## src/rtl/cpu_pkg.sv

```systemverilog
// Shared definitions for the 16-bit RISC core: datapath widths, opcodes and fetch states.
package cpu_pkg;

    localparam int unsigned PC_W    = 16;
    localparam int unsigned INSTR_W = 16;

    localparam logic [3:0] OP_ADD  = 4'b0000;
    localparam logic [3:0] OP_SUB  = 4'b0001;
    localparam logic [3:0] OP_AND  = 4'b0010;
    localparam logic [3:0] OP_OR   = 4'b0011;
    localparam logic [3:0] OP_ADDI = 4'b0100;
    localparam logic [3:0] OP_LW   = 4'b0101;
    localparam logic [3:0] OP_SW   = 4'b0110;
    localparam logic [3:0] OP_SLT  = 4'b0111;
    localparam logic [3:0] OP_BEQ  = 4'b1000;
    localparam logic [3:0] OP_BNE  = 4'b1001;

    typedef enum logic {
        FS_RUN   = 1'b0,
        FS_DRAIN = 1'b1
    } fetch_state_e;

endpackage

```

## src/rtl/fetch_fifo.sv

```systemverilog
// Small synchronous FIFO with flush; push and pop may coincide, even when full.
module fetch_fifo #(
    parameter int unsigned DEPTH = 2,
    parameter int unsigned WIDTH = 16
) (
    input  logic                         clk,
    input  logic                         reset,
    input  logic                         flush,
    input  logic                         push,
    input  logic [WIDTH-1:0]             push_data,
    input  logic                         pop,
    output logic [WIDTH-1:0]             pop_data,
    output logic                         full,
    output logic                         empty,
    output logic [$clog2(DEPTH+1)-1:0]   count
);

    localparam int unsigned PTR_W = (DEPTH > 1) ? $clog2(DEPTH) : 1;
    localparam int unsigned CNT_W = $clog2(DEPTH + 1);

    logic [WIDTH-1:0] mem [DEPTH];
    logic [PTR_W-1:0] wr_ptr;
    logic [PTR_W-1:0] rd_ptr;
    logic [CNT_W-1:0] cnt;
    logic             do_push;
    logic             do_pop;

    function automatic logic [PTR_W-1:0] next_ptr(input logic [PTR_W-1:0] p);
        return (p == PTR_W'(DEPTH - 1)) ? '0 : p + 1'b1;
    endfunction

    assign empty    = (cnt == '0);
    assign full     = (cnt == CNT_W'(DEPTH));
    assign count    = cnt;
    assign pop_data = mem[rd_ptr];
    assign do_pop   = pop && !empty;
    assign do_push  = push && (!full || do_pop);

    always_ff @(posedge clk or posedge reset) begin
        if (reset) begin
            wr_ptr <= '0;
            rd_ptr <= '0;
            cnt    <= '0;
        end else if (flush) begin
            wr_ptr <= '0;
            rd_ptr <= '0;
            cnt    <= '0;
        end else begin
            if (do_push) wr_ptr <= next_ptr(wr_ptr);
            if (do_pop)  rd_ptr <= next_ptr(rd_ptr);
            cnt <= cnt + CNT_W'(do_push) - CNT_W'(do_pop);
        end
    end

    // Storage needs no reset: readers only look at it while the FIFO is non-empty.
    always_ff @(posedge clk) begin
        if (do_push && !flush) mem[wr_ptr] <= push_data;
    end

endmodule

```

## src/rtl/instr_fetch_unit.sv

```systemverilog
// Fetch front end: credit-limited in-order instruction fetch with redirect flush and stale-response drain.
module instr_fetch_unit #(
    parameter int unsigned PC_W      = cpu_pkg::PC_W,
    parameter int unsigned INSTR_W   = cpu_pkg::INSTR_W,
    parameter int unsigned BUF_DEPTH = 2
) (
    input  logic               clk,
    input  logic               reset,
    output logic               imem_req,
    output logic [PC_W-1:0]    imem_addr,
    input  logic               imem_ready,
    input  logic               imem_rvalid,
    input  logic [INSTR_W-1:0] imem_rdata,
    output logic               dec_valid,
    input  logic               dec_ready,
    output logic [INSTR_W-1:0] dec_instr,
    output logic [3:0]         dec_op,
    output logic [PC_W-1:0]    dec_pc,
    input  logic               redirect,
    input  logic [PC_W-1:0]    redirect_pc
);

    import cpu_pkg::*;

    localparam int unsigned CNT_W = $clog2(BUF_DEPTH + 1);

    fetch_state_e state, state_next;

    logic [PC_W-1:0]          pc, pc_next;
    logic [CNT_W-1:0]         outstanding, outstanding_next;
    logic [CNT_W-1:0]         stale, stale_next;
    logic [CNT_W:0]           in_use;
    logic [CNT_W:0]           redirect_stale;
    logic                     credit;
    logic                     accept;
    logic                     rsp_drop;
    logic                     rsp_take;
    logic                     pop_req;

    logic [INSTR_W+PC_W-1:0]  ibuf_head;
    logic                     ibuf_full, ibuf_empty;
    logic [CNT_W-1:0]         ibuf_count;
    logic [PC_W-1:0]          tag_head;
    logic                     tag_full, tag_empty;
    logic [CNT_W-1:0]         tag_count;

    assign accept   = imem_req && imem_ready;
    assign rsp_drop = imem_rvalid && (stale != '0);
    assign rsp_take = imem_rvalid && (stale == '0) && (outstanding != '0);
    assign pop_req  = dec_valid && dec_ready;

    // The slot being popped this cycle is already counted as free, which sustains one fetch per cycle.
    assign in_use = (CNT_W+1)'(ibuf_count) + (CNT_W+1)'(outstanding) - (CNT_W+1)'(pop_req);
    assign credit = (in_use < (CNT_W+1)'(BUF_DEPTH));

    assign redirect_stale = (CNT_W+1)'(stale) + (CNT_W+1)'(outstanding) + (CNT_W+1)'(accept)
                          - (CNT_W+1)'(rsp_drop || rsp_take);

    always_comb begin
        pc_next          = pc;
        outstanding_next = outstanding;
        stale_next       = stale;
        if (redirect) begin
            pc_next          = redirect_pc;
            outstanding_next = '0;
            stale_next       = CNT_W'(redirect_stale);
        end else begin
            if (accept) pc_next = pc + 1'b1;
            outstanding_next = outstanding + CNT_W'(accept) - CNT_W'(rsp_take);
            if (rsp_drop) stale_next = stale - 1'b1;
        end
    end

    always_ff @(posedge clk or posedge reset) begin
        if (reset) begin
            pc          <= '0;
            outstanding <= '0;
            stale       <= '0;
        end else begin
            pc          <= pc_next;
            outstanding <= outstanding_next;
            stale       <= stale_next;
        end
    end

    always_ff @(posedge clk or posedge reset) begin
        if (reset) state <= FS_RUN;
        else       state <= state_next;
    end

    always_comb begin
        state_next = state;
        unique case (state)
            FS_RUN:   if (redirect && stale_next != '0) state_next = FS_DRAIN;
            FS_DRAIN: if (stale_next == '0)             state_next = FS_RUN;
            default:  state_next = FS_RUN;
        endcase
    end

    always_comb begin
        imem_req  = !reset && (state == FS_RUN) && credit;
        imem_addr = pc;
    end

    fetch_fifo #(
        .DEPTH (BUF_DEPTH),
        .WIDTH (PC_W)
    ) u_tagq (
        .clk       (clk),
        .reset     (reset),
        .flush     (redirect),
        .push      (accept),
        .push_data (pc),
        .pop       (rsp_take),
        .pop_data  (tag_head),
        .full      (tag_full),
        .empty     (tag_empty),
        .count     (tag_count)
    );

    fetch_fifo #(
        .DEPTH (BUF_DEPTH),
        .WIDTH (INSTR_W + PC_W)
    ) u_ibuf (
        .clk       (clk),
        .reset     (reset),
        .flush     (redirect),
        .push      (rsp_take),
        .push_data ({imem_rdata, tag_head}),
        .pop       (pop_req),
        .pop_data  (ibuf_head),
        .full      (ibuf_full),
        .empty     (ibuf_empty),
        .count     (ibuf_count)
    );

    assign dec_valid = !ibuf_empty;
    assign dec_instr = dec_valid ? ibuf_head[PC_W +: INSTR_W]     : '0;
    assign dec_op    = dec_valid ? ibuf_head[PC_W+INSTR_W-1 -: 4] : '0;
    assign dec_pc    = dec_valid ? ibuf_head[PC_W-1:0]            : '0;

    a_rvalid_expected: assert property (@(posedge clk) disable iff (reset)
        imem_rvalid |-> (outstanding != '0 || stale != '0));
    a_tag_tracks_outstanding: assert property (@(posedge clk) disable iff (reset)
        tag_count == outstanding);
    a_tag_no_overflow: assert property (@(posedge clk) disable iff (reset)
        accept |-> !tag_full);
    a_tag_present: assert property (@(posedge clk) disable iff (reset)
        rsp_take |-> !tag_empty);
    a_ibuf_no_overflow: assert property (@(posedge clk) disable iff (reset)
        rsp_take |-> (!ibuf_full || pop_req));

endmodule

```

## config.mk

```make
export PLATFORM = sky130hd
export DESIGN_NAME = instr_fetch_unit
export DESIGN_NICKNAME = d
export VERILOG_FILES = /design/src/rtl/cpu_pkg.sv /design/src/rtl/fetch_fifo.sv /design/src/rtl/instr_fetch_unit.sv
export SDC_FILE = /design/constraint.sdc
export NUM_CORES = 1
export LEC_CHECK = 0
export CORE_MARGIN = 5
export CORE_UTILIZATION = 35
export CTS_CLUSTER_DIAMETER = 150
export DETAILED_ROUTE_END_ITERATION = 10
export PLACE_DENSITY = 0.58
export SKIP_CTS_REPAIR_TIMING = 1
export SLEW_MARGIN = 20
export SYNTH_ARGS = -nofsm -noshare
export SYNTH_HDL_FRONTEND = slang
export SYNTH_HIERARCHICAL = 1
export SYNTH_SLANG_ARGS = --single-unit
```

## constraint.sdc

```tcl
create_clock -name clk -period 5.5 [get_ports clk]
set_input_delay 1.1 -clock clk [delete_from_list [all_inputs] [get_ports clk]]
set_output_delay 1.1 -clock clk [all_outputs]
set_load 0.02 [all_outputs]
```

==> results.md, run 1 <==
* Status: completed
* Post-synthesis average cell area at between 10 and 15 sq um
* Initial Util at a little over a third
* Insertion delay to the later sink of the worst-skew pair at 0.41 ns
* Max Freq at 206.1 MHz
* Post-synthesis cell area at 5644 sq um
* Max Cap Viol at 0
* DP Wirelength at between 7000 and 8000 um
* ANT nets after route at 0
* Crit-path leading delay family: buffers and inverters
* Die Y at 137.0 um
* Placer Congestion at between 0.7 and 0.8
* Worst VDD drop at 0.0002263 V
* 1st-iter DRT viols at 195
* Fin Hold WS at between 0.5 and 0.6 ns
* CTS tree: built
* Vias/cell at 4.702
* Die area at 18770 sq um
* Number of setup violations in the final report at 0
* Crit-path max FO at 7
* Max stage delay on crit path at ~0.60 ns
* RSZ-0062 raised after global routing: no
* Post-Synthesis Cells at 402
* Fill cells at 1409
* Wire length per cell at ~16 um
* Die W at 137.0 um
* Reg clk slew, reported paths at 0.06 ns
* Initial antenna violation count at 0
* Vias in the first global route at 3511
* Worst R2R Setup Slack at around 1.3 ns
* Port Buffer Count at 91
* Worst r2r src: u_ibuf/count[0]
* CP Cell Sequence: clkdlybuf4s50_1 > nor2b_1 > ha_1 > nand2b_1 > fa_1 > xor2_2 > and3_1 > clkdlybuf4s50_1
* I/O Pins at 92
* Routed vias at 3423
* Final core utilization at 46.75%
* H-tree levels at 4
* Footprint of the multi-input gates at 1899 sq um
* Total global-route track usage at between 10% and 20%
* Area growth, synth to finish at 31.10%
* Final TNS setup at 0 ns
* Worst Path Buf+Inv at 2
* Total number of yosys warnings at 6
* Slew headroom at 38.59%
* First-pass GRT wire length at 18630 um
* Crit Path Class: input port to primary output
* FP Rows at 46
* Skew final at 0.008513 ns
* WP data required at ~4.4 ns
* Min cycle time layout at between 4 and 5 ns
* Clock sinks at 125
* Slew of the pin with the lowest slew margin at 0.9212 ns
* Largest net degree at the start of global routing at 53
* Core footprint at roughly 16000 sq um
* Share of layout cells above drive strength 1 at 19.73%
* Critical path's slowest cell: clkdlybuf4s50_1
* Syn nets at 451
* Worst setup SP type: input port
* Crit path arrival time at 3.75 ns
* Leakage power total at 2.630 nW
* Fin. max-slew vios at 0
* Clock root cell: clkbuf_16
* Critical Path Source: dec_ready
* Register Area at 3608 sq um
* Crit-path most repeated cell: clkdlybuf4s50_1
* Cts bufs inserted at 17
* Grt ovf at 0
* Nets@finish at 549
* ANT cells at 0
* Worst Hold Class: flop to flop
* Hold Vio Cnt, Final at 0
* Bufs on Longest Clock Path at 2
* Drt total wl at 11510 um
* Hold_sp: state
* Pwr dens at 341.6 nW/um^2
* Drt drc at 0
* Crit end category: primary output
* First-pass DRT Iterations at 4
* Crit share post-route at roughly nine tenths
metal layers:
metal	up-vias	GRT usage (%)	wire, um
li1	1661	-	-
met1	1629	16.79	5159
met2	117	20.76	5448
met3	16	3.971	746
met4	0	5.266	153
met5	-	0	0
area by class of cell:
| type | instances | area share (%) |
|---|---|---|
| clock inverter | 13 | 2.350 |
| multi-input combinational | 243 | 25.67 |
| inverter | 14 | 0.7102 |
| timing repair buffer | 99 | 13.05 |
| clock buffer | 18 | 5.800 |
| sequential | 125 | 48.77 |
| tap | 216 | 3.652 |
where the power goes:
group	switching [mW]	total [mW]	internal [mW]
Sequential	0.0455	1.11	1.07
Combinational	0.138	0.274	0.136
Clock	0.391	1.14	0.749
Total	0.574	2.53	1.95
worst reg2reg max path: stages (launching register included):
cell      delay, ns
dfrtp_1        0.47
nor2_2         0.05
buf_4          0.24
nor2b_1        0.40
ha_1           0.31
nand2b_1       0.15
fa_1           0.42
xor2_2         0.19
buf_4          0.17
nand2_1        0.16
inv_1          0.17
fa_1           0.43
xor3_1         0.39
a211oi_1       0.26
a211oi_1       0.10
o22a_1         0.16
final timing paths:
kind,end,cells past startpoint
setup / recovery,imem_req,8
hold / removal,state,1
setup reg to reg,state,15
hold reg to reg,state,1
max in group asynchronous,imem_addr[4],2
min in group asynchronous,u_ibuf/count[0],2
cell usage in the layout (no fill, tap or decap), types with 4 or more instances in the layout:
cell / instances
a21oi_1: 4
a31oi_1: 4
buf_4: 8
bufinv_16: 4
clkbuf_16: 17
clkdlybuf4s50_1: 90
clkinv_2: 4
clkinvlp_4: 4
dfrtp_1: 29
edfxtp_1: 96
ha_1: 9
inv_1: 14
mux2_2: 52
mux2i_1: 4
nand2_1: 15
nand2b_1: 7
nand3_1: 9
nor2_1: 19
nor2b_1: 42
o21ai_0: 15
or3_1: 4
xor2_1: 10
sequential cells by signal, summed over array words and instances, names as in the netlist:
name	count
u_ibuf/count	2
stale	2
u_tagq/rd_ptr	1
u_ibuf/rd_ptr	1
outstanding	2
state	1
imem_addr	16
u_tagq/wr_ptr	1
u_ibuf/wr_ptr	1
u_ibuf/mem	64
u_tagq/mem	32
u_tagq/count	2
metrics by stage:
step | area (sq um) | total power [mW] | worst slack, ns | cells
after CTS | 7400 | 2.556 | 0.6316 | 728
final | 7400 | 2.527 | 0.6487 | 728
after detailed placement | 6797 | 1.408 | 0.5427 | 697
after global placement | 6797 | 1.400 | 0.6644 | 697
after floorplan | 5644 | 1.287 | 0.7124 | 402
after global routing | 7400 | 2.633 | 0.5397 | 728
(Power assumes the default switching activity.)
==> run 2, diff against run 1 <==
Settings changed: CORE_UTILIZATION 35 to 42, PLACE_DENSITY 0.58 to 0.67.
==> results.md, run 2 (synthesis results as in run 1) <==
* Max Freq at 200.2 MHz (-2.9%)
* Clk network pwr share at 43.6% (-1.5 points)
* Max stage delay on crit path at 0.60 ns (about the same)
* Clock sinks at 125 (unchanged)
* Skew final at 0.009126 ns (+0.0006136 ns)
* Reg clk slew, reported paths at 0.05 ns (about the same)
* Die area at 15860 sq um (-16%)
* Switching Share at 23.19% (+0.47 points)
* RSZ-0062 raised after global routing: no
* Max reg flops at 64 (unchanged)
* Die W at 125.9 um (-8.1%)
* Grt ovf at 0 (unchanged)
* Fin. max-slew vios at 0 (unchanged)
* Crit Path Class: input port to primary output
* Pwr dens at 335.6 nW/um^2 (-1.8%)
* Slew headroom at 39.97% (+1.4 points)
* Status: completed
* Min cycle time layout at 4.995 ns (+0.1439 ns)
* H-tree levels at 4 (unchanged)
* Leakage power total at 2.631 nW (about the same)
* Critical path's slowest cell: clkdlybuf4s50_1
* First-pass DRT Iterations at 5 (+1)
* Crit-path leading delay family: buffers and inverters
* Worst Path Buf+Inv at 3 (+1)
* Number of setup violations in the final report at 0 (unchanged)
* Leading cell type in the layout, fill and taps excluded: edfxtp_1
* Core footprint at 13190 sq um (-17%)
* Crit-path max FO at 9 (+2)
* Cts bufs inserted at 17 (unchanged)
* Sw Pwr at 0.5712 mW (-0.53%)
* Crit share post-route at 90.82% (+2.6 points)
* Crit-path most repeated cell: clkdlybuf4s50_1
* Bufs on Longest Clock Path at 2 (unchanged)
* I/O Pins at 92 (unchanged)
* Die Y at 125.9 um (-8.1%)
* Area growth, synth to finish at 30.06%
* Reg with most FFs: u_ibuf/mem
* Nets@finish at 551 (+0.36%)
* WP data required at 4.40 ns (about the same)
* Comb pwr share at 11.2% (+0.4 points)
* Pint at 1.892 mW (-3.1%)
* Crit path arrival time at 3.90 ns (+0.15 ns)
* Placer Congestion at 0.7937 (-0.21%)
* Worst R2R Setup Slack at 1.33 ns (about the same)
* Wire length per cell at 16.05 um (+1.6%)
* Reg power frac at 45.2% (+1.1 points)
* ANT cells at 0 (unchanged)
* 1st-iter DRT viols at 188 (-3.6%)
* Hold Vio Cnt, Final at 0 (unchanged)
* Vias in the first global route at 3508 (-0.085%)
* Final TNS setup at 0 ns (unchanged)
* Max Cap Viol at 0 (unchanged)
* Largest net degree at the start of global routing at 53 (unchanged)
* Worst setup SP type: input port
* Crit end category: primary output
* Total global-route track usage at 14.46% (+1.4 points)
* Worst setup margin at 0.5048 ns (-0.1439 ns)
* Drt drc at 0 (unchanged)
* Routed vias at 3435 (+0.35%)
* Pre-CTS setup slack at 0.5025 ns (-0.04012 ns)
* CTS tree: built
* Insertion delay to the later sink of the worst-skew pair at 0.41 ns (about the same)
* FP Rows at 42 (-8.7%)
* Initial Util at 42.79% (+7.1 points)
* Most frequent cells in the layout: edfxtp_1, clkdlybuf4s50_1, mux2_2
* Clock root cell: clkbuf_16
* ANT nets after route at 0 (unchanged)
* Drt total wl at 11090 um (-3.6%)
* CP Cell Sequence: clkdlybuf4s50_1 > nor2b_1 > ha_1 > nand2b_1 > fa_1 > xor2_2 > buf_4 > and3_1 > clkdlybuf4s50_1
* Total chip power at 2.463 mW (-2.5%)
* Worst VDD drop at 0.0002102 V (-7.1%)
* Vias/cell at 4.971 (+5.7%)
* Initial antenna violation count at 0 (unchanged)
* Slew of the pin with the lowest slew margin at 0.9005 ns (-0.02074 ns)
* DP Wirelength at 7492 um (-3.0%)
* First-pass GRT wire length at 18180 um (-2.4%)
* Worst Hold Class: flop to flop
* Port Buffer Count at 91 (unchanged)
* Final core utilization at 55.65% (+8.9 points)
* Share of layout cells above drive strength 1 at 20.19% (+0.47 points)
==> run 2: through the flow <==
| stage | hold slack, ns | area [sq um] | std cells |
|---|---|---|---|
| after floorplan | 0.5047 | 5644 | 402 |
| after global placement | 0.5251 | 6761 | 659 |
| after detailed placement | 0.5489 | 6761 | 659 |
| after CTS | 0.5662 | 7341 | 691 |
| after global routing | 0.5822 | 7341 | 691 |
| final | 0.5624 | 7341 | 691 |
==> run 2: power by group through the flow <==
stage	Clock, mW	Sequential [mW]	Combinational, mW
after CTS	1.09	1.11	0.277
after global placement	0	1.13	0.265
final	1.07	1.11	0.275
after floorplan	0	1.13	0.155
after global routing	1.15	1.12	0.306
after detailed placement	0	1.13	0.274
==> run 2: worst paths after layout <==
path                            cells past startpoint          endpoint              from
worst min register to register                      1  u_ibuf/mem[0][2]  u_tagq/mem[1][2]
min in group asynchronous                           2   u_tagq/count[0]             reset
worst max-delay path                                9          imem_req         dec_ready
worst min-delay path                                1  u_ibuf/mem[0][2]  u_tagq/mem[1][2]
max in group asynchronous                           2      imem_addr[5]             reset
worst max register to register                     15             state   u_ibuf/count[1]
==> run 2: layer usage <==
layer | up-vias | routed length, um | track usage, %
met5 | - | 0 | 0
met4 | 0 | 159 | 5.174
met3 | 16 | 659 | 4.742
met2 | 117 | 4944 | 21.75
met1 | 1636 | 5329 | 19.74
li1 | 1666 | - | -
==> run 2: cell type report <==
cell class | count | area, sq um
repair buffers | 101 | 980.9
clock buffers | 21 | 460.4
fillers | 1085 | 5849
flip-flops and latches | 125 | 3608
inverters | 14 | 52.55
clock inverters | 11 | 118.9
multi-input cells | 243 | 1899
well taps | 176 | 220.2
==> run 2: worst register-to-register path: cells and delay by family (launching register included) <==
kind | cells | cell delay [ns]
flops | 1 | 0.47
compound gates | 3 | 0.51
simple gates | 5 | 0.92
buf+inv | 3 | 0.58
fa+ha+maj | 3 | 1.18
xor+xnor | 1 | 0.38
==> run 3, diff against run 2 <==
Settings changed: HOLD_SLACK_MARGIN set to 0.08.
==> results of run 3 <==
Same layout as run 2: the final DEF is identical, and so are final timing and power.
